**src/rtl/clint_responder.sv**
```systemverilog
`default_nettype none
// ============================================================================
// Module   : clint_responder (with clint_pkg bus types)
// Brief    : Core-local interruptor on the data bus. Holds msip, mtime and
//            mtimecmp, answers LSU requests with a one-cycle ACK and drives
//            the core's timer and software interrupt inputs.
// Revision : 1.0 - initial release
// ============================================================================

package clint_pkg;

  // Request issued by the core's LSU.
  typedef struct packed {
    logic        valid;
    logic        we;
    logic [31:0] addr;
    logic [31:0] wdata;
    logic [3:0]  be;
  } bus_query_req_t;

  // Response returned by a responder; err is never raised by this block.
  typedef struct packed {
    logic        ready;
    logic        err;
    logic [31:0] rdata;
  } bus_query_resp_t;

endpackage

module clint_responder
  import clint_pkg::*;
#(
  parameter int unsigned TICK_DIV     = 1,
  parameter logic [63:0] MTIMECMP_RST = 64'hFFFF_FFFF_FFFF_FFFF
) (
  input  logic            clk,
  input  logic            rst,
  input  bus_query_req_t  bus_req,
  output bus_query_resp_t bus_resp,
  output logic            timer_interrupt,
  output logic            software_interrupt
);

  // Word offsets (addr[15:2]) of the mapped registers.
  localparam logic [13:0] c_WORD_MSIP   = 14'h0000;  // 0x0000
  localparam logic [13:0] c_WORD_CMP_LO = 14'h1000;  // 0x4000
  localparam logic [13:0] c_WORD_CMP_HI = 14'h1001;  // 0x4004
  localparam logic [13:0] c_WORD_MT_LO  = 14'h2FFE;  // 0xBFF8
  localparam logic [13:0] c_WORD_MT_HI  = 14'h2FFF;  // 0xBFFC

  // Last prescaler value before it wraps and mtime advances.
  localparam logic [15:0] c_PRESC_MAX   = 16'(TICK_DIV - 1);

  typedef enum logic [0:0] {
    S_IDLE = 1'b0,
    S_ACK  = 1'b1
  } state_t;

  state_t      r_state;
  state_t      w_state_nxt;

  logic [15:0] r_presc;
  logic [15:0] w_presc_nxt;
  logic [63:0] r_mtime;
  logic [63:0] w_mtime_nxt;
  logic [63:0] r_mtimecmp;
  logic [63:0] w_mtimecmp_nxt;
  logic        r_msip;
  logic        w_msip_nxt;
  logic [31:0] r_rdata;
  logic [31:0] w_rdata_sel;
  logic        r_tint;
  logic        r_sint;

  logic        w_accept;
  logic        w_wr;
  logic        w_rd;
  logic        w_tick;
  logic [13:0] w_word;
  logic        w_sel_msip;
  logic        w_sel_cmp_lo;
  logic        w_sel_cmp_hi;
  logic        w_sel_mt_lo;
  logic        w_sel_mt_hi;

  // Only addr[15:2] is decoded; the upstream decoder owns the upper bits
  // and the byte offset inside a word is irrelevant.
  logic        w_unused_addr;
  assign w_unused_addr = ^{bus_req.addr[31:16], bus_req.addr[1:0]};

  // Byte-lane merge of a write into a 32-bit register half.
  function automatic logic [31:0] f_merge(
    input logic [31:0] old_v,
    input logic [31:0] new_v,
    input logic [3:0]  be
  );
    logic [31:0] res;
    res = old_v;
    for (int b = 0; b < 4; b++) begin
      if (be[b]) begin
        res[8*b +: 8] = new_v[8*b +: 8];
      end
    end
    return res;
  endfunction

  // Request acceptance and address decode; a write with no byte enables
  // is acknowledged but treated as if nothing was written.
  assign w_accept     = (r_state == S_IDLE) && bus_req.valid;
  assign w_wr         = w_accept && bus_req.we && (|bus_req.be);
  assign w_rd         = w_accept && !bus_req.we;
  assign w_word       = bus_req.addr[15:2];
  assign w_sel_msip   = (w_word == c_WORD_MSIP);
  assign w_sel_cmp_lo = (w_word == c_WORD_CMP_LO);
  assign w_sel_cmp_hi = (w_word == c_WORD_CMP_HI);
  assign w_sel_mt_lo  = (w_word == c_WORD_MT_LO);
  assign w_sel_mt_hi  = (w_word == c_WORD_MT_HI);

  // Prescaler: counts 0..TICK_DIV-1, the wrap edge is the mtime tick.
  assign w_tick      = (r_presc == c_PRESC_MAX);
  assign w_presc_nxt = w_tick ? 16'd0 : (r_presc + 16'd1);

  // Next mtime: a bus write to either half beats the tick on the same edge,
  // so the other half never sees a carry caused by a write.
  always_comb begin
    w_mtime_nxt = r_mtime;
    if (w_wr && w_sel_mt_lo) begin
      w_mtime_nxt[31:0] = f_merge(r_mtime[31:0], bus_req.wdata, bus_req.be);
    end else if (w_wr && w_sel_mt_hi) begin
      w_mtime_nxt[63:32] = f_merge(r_mtime[63:32], bus_req.wdata, bus_req.be);
    end else if (w_tick) begin
      w_mtime_nxt = r_mtime + 64'd1;
    end
  end

  // Next mtimecmp and msip from bus writes.
  always_comb begin
    w_mtimecmp_nxt = r_mtimecmp;
    w_msip_nxt     = r_msip;
    if (w_wr && w_sel_cmp_lo) begin
      w_mtimecmp_nxt[31:0] = f_merge(r_mtimecmp[31:0], bus_req.wdata, bus_req.be);
    end
    if (w_wr && w_sel_cmp_hi) begin
      w_mtimecmp_nxt[63:32] = f_merge(r_mtimecmp[63:32], bus_req.wdata, bus_req.be);
    end
    if (w_wr && w_sel_msip && bus_req.be[0]) begin
      w_msip_nxt = bus_req.wdata[0];
    end
  end

  // Read mux over the pre-update register values; unmapped reads give 0.
  always_comb begin
    w_rdata_sel = 32'h0;
    if (w_sel_msip) begin
      w_rdata_sel = {31'h0, r_msip};
    end else if (w_sel_cmp_lo) begin
      w_rdata_sel = r_mtimecmp[31:0];
    end else if (w_sel_cmp_hi) begin
      w_rdata_sel = r_mtimecmp[63:32];
    end else if (w_sel_mt_lo) begin
      w_rdata_sel = r_mtime[31:0];
    end else if (w_sel_mt_hi) begin
      w_rdata_sel = r_mtime[63:32];
    end
  end

  // Handshake next-state: IDLE accepts, ACK always returns to IDLE.
  always_comb begin
    w_state_nxt = r_state;
    case (r_state)
      S_IDLE:  if (bus_req.valid) w_state_nxt = S_ACK;
      S_ACK:   w_state_nxt = S_IDLE;
      default: w_state_nxt = S_IDLE;
    endcase
  end

  // Handshake state register.
  always_ff @(posedge clk or negedge rst) begin
    if (!rst) begin
      r_state <= S_IDLE;
    end else begin
      r_state <= w_state_nxt;
    end
  end

  // Architectural registers: prescaler, mtime, mtimecmp, msip.
  always_ff @(posedge clk or negedge rst) begin
    if (!rst) begin
      r_presc    <= 16'd0;
      r_mtime    <= 64'd0;
      r_mtimecmp <= MTIMECMP_RST;
      r_msip     <= 1'b0;
    end else begin
      r_presc    <= w_presc_nxt;
      r_mtime    <= w_mtime_nxt;
      r_mtimecmp <= w_mtimecmp_nxt;
      r_msip     <= w_msip_nxt;
    end
  end

  // Read data captured on acceptance and held through ACK; it drops back
  // to 0 on the edge that leaves ACK, and stays 0 for writes.
  always_ff @(posedge clk or negedge rst) begin
    if (!rst) begin
      r_rdata <= 32'h0;
    end else begin
      r_rdata <= w_rd ? w_rdata_sel : 32'h0;
    end
  end

  // Interrupt outputs registered from the post-update state of each edge.
  always_ff @(posedge clk or negedge rst) begin
    if (!rst) begin
      r_tint <= 1'b0;
      r_sint <= 1'b0;
    end else begin
      r_tint <= (w_mtime_nxt >= w_mtimecmp_nxt);
      r_sint <= w_msip_nxt;
    end
  end

  // Response drive: ready comes straight from the state register so that
  // an asynchronous reset removes it immediately.
  always_comb begin
    bus_resp       = '0;
    bus_resp.ready = (r_state == S_ACK);
    bus_resp.rdata = (r_state == S_ACK) ? r_rdata : 32'h0;
  end

  assign timer_interrupt    = r_tint;
  assign software_interrupt = r_sint;

endmodule

`default_nettype wire

```
**config.mk**
```make
export PLATFORM = sky130hd
export DESIGN_NAME = clint_responder
export DESIGN_NICKNAME = d
export VERILOG_FILES = /design/src/rtl/clint_responder.sv
export SDC_FILE = /design/constraint.sdc
export NUM_CORES = 1
export LEC_CHECK = 0
export ABC_AREA = 1
export BUFFER_PORTS_ARGS = -buffer_cell sky130_fd_sc_hd__buf_2
export CAP_MARGIN = 15
export CORE_MARGIN = 4
export CORE_UTILIZATION = 62
export DETAILED_ROUTE_END_ITERATION = 7
export PLACE_DENSITY = 0.92
export SYNTH_ARGS = -nofsm -noshare
export SYNTH_HDL_FRONTEND = slang
export SYNTH_SLANG_ARGS = --single-unit
```
**constraint.sdc**
```tcl
create_clock -name clk -period 4.01 [get_ports clk]
set_clock_uncertainty 0.1 [all_clocks]
set_input_delay 0 -clock clk [delete_from_list [all_inputs] [get_ports clk]]
set_output_delay 0 -clock clk [all_outputs]
set_load 0.05 [all_outputs]
```
* Word-level counts from Yosys, hierarchy flattened
Index checks and enable logic that the tools add are counted.
Cells by class: $add $sub $neg 2, multiply operators 0, divide/modulo/power cells 0, order comparisons 1, equal/unequal tests 4, shift-type cells 0, multiplexer cells 33, bitwise logic cells 1, reduce and logical (&&, ||, !) cells 14
Operators with widths (number):
- 32-bit 2-to-1 mux | 13
- 8-bit 2-to-1 mux | 16
- 64-bit by 1-bit adder with 64-bit output, second input constant | 1
- 64-bit >= comparator | 1
- 64-bit 2-to-1 mux | 1
- 14-bit by 13-bit equality test with 1-bit output, second input constant | 2
- 14-bit equality test, second input constant | 2
- 16-bit by 1-bit adder with 16-bit output, second input constant | 1
- 16-bit zero test | 1
- 16-bit 2-to-1 mux | 1
- 14-bit zero test | 1
- 1-bit logical AND | 10
- 4-bit OR reduction | 1
- 1-bit one-hot mux with 2 select lines | 1
- 1-bit zero test | 1
- 1-bit 2-to-1 mux | 1
- 1-bit NOT | 1
Word-level totals: bits in registers 179, bits in latches 0, bits in writable memories 0, ROM bits 0, bits of input ports 72, output and inout port bits 36, word-level logic and storage cells 62, memories kept 0

* Longest topological paths before layout
word-level depth 8, mapped depth 25, mapped depth without buffers 24

* Worst setup path after synthesis
Ideal clock, no wire load.
path type reg-to-reg, start register r_presc[0], end register r_tint (netlist: timer_interrupt), library setup time 0.069 ns, arrival time 2.738 ns, data required time 3.841 ns, setup slack 1.103 ns, cell stages (with the launch flop) 20, path buffers 1, clock period less this slack 2.907 ns, cells stage by stage dfrtp_1 > inv_1 > ha_1 > nand3_1 > nor2_1 > nand2_1 > inv_1 > buf_2 > nand4_1 > nand2_1 > nand2_1 > nand2_1 > o21ai_0 > ha_1 > nand2_1 > nor2_1 > nand4_1 > nor4_1 > nand3_1 > nand3_1
On the way: word-level cells in the longest chain between the ends 5, elaborated cells on any way between the ends 7, those cells by class order compare: 1; mux: 5; reduce/logical: 1
Ends and longest elaborated chain:
- start: declaration | RTL line 62 | logic [15:0] r_presc;
- start signal: assignment | RTL line 194 | r_presc <= w_presc_nxt;
- 16-bit zero test | RTL line 120 | assign w_tick = (r_presc == c_PRESC_MAX);
- 64-bit 2-to-1 mux | RTL line 131 | end else if (w_tick) begin
- 32-bit 2-to-1 mux | RTL line 129 | end else if (w_wr && w_sel_mt_hi) begin
- 32-bit 2-to-1 mux | RTL line 127 | if (w_wr && w_sel_mt_lo) begin
- net w_mtime_nxt[39] | RTL line 65 | logic [63:0] w_mtime_nxt;
- 64-bit >= comparator | RTL line 217 | r_tint <= (w_mtime_nxt >= w_mtimecmp_nxt);
- end signal: assignment | RTL line 217
- end: declaration | RTL line 72 | logic r_tint;
The timed path passes the listed nets, and every way through them passes these cells. A chain may end at the register's enable or synchronous reset.

* Worst setup path after layout
start register r_mtime[6], end register r_tint (netlist: timer_interrupt)
On the way: word-level cells in the longest chain between the ends 5, elaborated cells on any way between the ends 8, those cells by class add/sub: 1; order compare: 1; mux: 6
Ends and longest elaborated chain:
- start: declaration | RTL line 64 | logic [63:0] r_mtime;
- start signal: assignment | RTL line 195 | r_mtime <= w_mtime_nxt;
- 64-bit by 1-bit adder with 64-bit output | RTL line 132 | w_mtime_nxt = r_mtime + 64'd1;
- 64-bit 2-to-1 mux | RTL line 131
- 32-bit 2-to-1 mux | RTL line 129
- 32-bit 2-to-1 mux | RTL line 127
- net w_mtime_nxt[29] | RTL line 65
- 64-bit >= comparator | RTL line 217
The timed path passes the listed nets, and every way through them passes these cells.

==> summary.md <==
| Metric | Value |
|---|---|
| Run status | completed |
| DRC Markers | 0 |
| HP Start | bus_req[42] |
| Seq/Total Area, Yosys | ~33% |
| IO Count | 108 |
| Slew @ Worst Pin | a little under 0.9 ns |
| Power per Cell Area | between 200 and 300 nW/um^2 |
| Synth Area in Adders | 6.08% |
| I/O Buffers | 88 |
| Drt via density | 5.91 |
| Slowest cell delay on critical path | approximately 0.43 ns |
| FP Rows | between 50 and 60 |
| Wire per inst | ~20 um |
| Synth area leader | dfrtp_1 |
| Leakage | approximately 9.1 nW |
| Clock latency on the worst-skew pair | 0.44 ns |
| Fin. max-slew vios | 0 |
| Layout cells sized above 1 | a little over an eighth |
| Cell family with most CP delay | simple AND/OR/NAND/NOR gates |
| Synth area leaders | dfrtp_1 21%, nand2_1 15%, dfstp_2 12% |
| Synth top cells by count | 566 x nand2_1, 397 x inv_1, 272 x nor2_1 |
| Bufs and invs on worst path | 1 |
| RePlAce Congestion | 1.06 |
| Fill count | roughly 1700 |
| Mapped cell area | 13800 um^2 |
| Clock buffer count from CTS | 17 |
| Initial Utilization | a little over three fifths |
| Die X | 157 um |
| Worst min path class | input pin to flop |
| Peak VDD IR | 0.223 mV |
| CP endpoint kind | flop |
| Starting DRT DRC Count | approximately 1800 |
| First-pass GRT wire length | between 70000 and 80000 um |
| Main synth FF type | dfrtp_1 |
| Yosys warns | 0 |
| Clock sinks | about 180 |
| RSZ-0062 raised after global routing | false |
| Total grt overflow | 0 |
| Final min period | approximately 3.8 ns |
| Antenna-violating nets left | 0 |
| CTS tree | done |
| Crit path DAT | between 4 and 5 ns |
| Area Overhead vs Synth | 14.2% |
| Vias in the first global route | about 15000 |
| Simple-gate share of the synthesized area | between 30% and 40% |
| Crit path launch | r_mtime[6]$_DFF_PN0_ |
| Max Cap Viol | 0 |
| WS Path Type | flop to flop |
| Syn_nets | about 2300 |
| Largest family of logic cells by synthesized area | simple AND/OR/NAND/NOR gates |
| Placed cell count | between 2000 and 3000 |
| CP Max Fanout | 5 |
| Router iterations before antenna repair | 6 |
| Synth unique cells | between 40 and 50 |
| Post-synth EDFFs | 0 |
| Worst R2R Start | r_mtime[6]$_DFF_PN0_ |
| Die ar. | between 20000 and 25000 um^2 |
| CP startpoint kind | flop |
| Clock Tree Buf Depth | 2 |
| F_max | about 0.26 GHz |
| Period utilization | approximately 96% |
| CTS root buf | clkbuf_16 |
| Post-synthesis mux area share | 0% |
| Final hold vios | 0 |
| Most used cell, CP | nand2_1 |
| DP Area | 14700 um^2 |
| Compound-cell area share of the yosys netlist | 15.0% |
| Total Wirelength | 51900 um |
| Critical Path RT | ~4.3 ns |
| Async set-or-reset flop fraction in the synthesized netlist | between 90% and 100% |
| Vias post-DR | about 15000 |
| Non-Filler Instances | about 2600 |
| Largest net degree at the start of global routing | 79 |
| Setup violators final | 0 |
| Critical path's slowest cell | dfrtp_1 |
| CP cell instances | nand2_1 > nor2_1 > nand2_1 > nor2_1 > nand2_1 > nor2_1 > nand3_1 > nand2_1 > a21oi_1 > ha_1 > nand2_1 > nor2_1 > nand2_1 > nor3_1 > buf_4 > nand2_1 > nand2_1 > nand2_1 > nand3_1 |
| Mapped Cells | between 2000 and 2500 |
| Slew headroom | a little over two fifths |
| Average cell area after synthesis | between 6 and 7 um^2 |
| Flops & latches, synth | between 150 and 200 |
| Final Net Count | 2434 |
| Core ar. | approximately 22000 um^2 |
| Top cell type's share of synthesized area | a little over a fifth |
| Antenna violations before repair | 1 |
| Final setup TNS | 0 ns |
| Top-count cell post-synth | nand2_1 |
| HPWL after DPL | about 38000 um |
| Worst-path clk slew | ~0.070 ns |
| Total GRT Usage | 42.0% |
| Post-synthesis xor/xnor area fraction | less than 1% |
| Die height | about 160 um |
| H-tree Lvls | 4 |
| Finished Cell Area | ~16000 um^2 |
tightest hold or removal path, stage by stage:
cell	delay (ns)
buf_2	0.10
nor3_1	0.05
nand4_1	0.07
nor2_1	0.13
nand2_1	0.08
o21ai_0	0.10
final timing paths:
path / end / slack (ns) / cells after the start
max: timer_interrupt$_DFF_PN0_ / 0.18 / 19
min: r_mtimecmp[33]$_DFF_PN1_ / 0.02 / 6
max reg2reg: timer_interrupt$_DFF_PN0_ / 0.18 / 19
min reg2reg: r_presc[15]$_DFF_PN0_ / 0.39 / 1
max in group asynchronous: r_mtimecmp[41]$_DFF_PN1_ / 2.79 / 3
min in group asynchronous: r_rdata[2]$_DFF_PN0_ / 0.06 / 2
state kept, by name (all words and copies together), names as in the netlist:
signal	cells
r_rdata	32
r_mtime	64
r_state	1
r_mtimecmp	64
timer_interrupt	1
r_presc	16
software_interrupt	1
power by group:
part,leakage [nW],switching (mW),internal [mW]
Combinational,6.74,0.253,0.135
Clock,0.298,0.801,1.01
Sequential,2.03,0.0419,1.83
Total,9.07,1.10,2.98
layer usage:
layer / up-vias / track usage (%) / wire, um
met5: - / 0 / 0
met4: 0 / 20.4 / 2650
met3: 192 / 10.5 / 6400
met2: 1067 / 65.2 / 23000
met1: 6978 / 55.3 / 19900
li1: 7067 / - / -
logic make-up (layout without fill, tap and decap cells):
logic type / Yosys count / count (layout)
AO/OA/AOI/OAI: 368 / 368
AND/OR/NAND/NOR: 1037 / 1037
flip-flops: 179 / 179
adder cells (fa/ha/maj): 67 / 67
other: 1 / 2
XOR/XNOR: 15 / 15
buffers and inverters: 491 / 641
cell usage in the layout (no fill, tap or decap), drive strengths merged, types with 64 or more instances in the layout:
cell type / n
ha: 67
buf: 147
nand2: 566
nor2: 280
dfstp: 64
nand3: 119
o21ai: 179
inv: 427
dfrtp: 115
a21oi: 117
per-stage QoR:
step	hold slack [ns]	setup slack (ns)	util, %	power (mW)
after global routing	0.0594	0.0178	72.1	4.19
after CTS	0.00832	0.204	72.1	4.06
after global placement	-0.0360	0.346	67.5	2.24
final	0.0212	0.179	72.1	4.08
after detailed placement	-0.0302	0.264	67.5	2.25
after floorplan	-0.396	1.10	-	2.10
area by class of cell:
cell class / instances / area (um^2) / area share, %
clock inverter: 12 / 166 / 1.06
antenna: 1 / 2.50 / 0.0159
timing repair buffer: 186 / 1310 / 8.29
sequential: 179 / 4560 / 29.0
clock buffer: 20 / 447 / 2.84
multi-input combinational: 1488 / 7320 / 46.5
inverter: 423 / 1590 / 10.1
tap: 280 / 350 / 2.23
what timing repair did:
item	in CTS	in global routing
resized for setup	0	4
hold endpoints to repair	148	0
setup buffers	0	0
hold buffers	39	0
setup endpoints to repair	0	1
(Power assumes the default switching activity.)
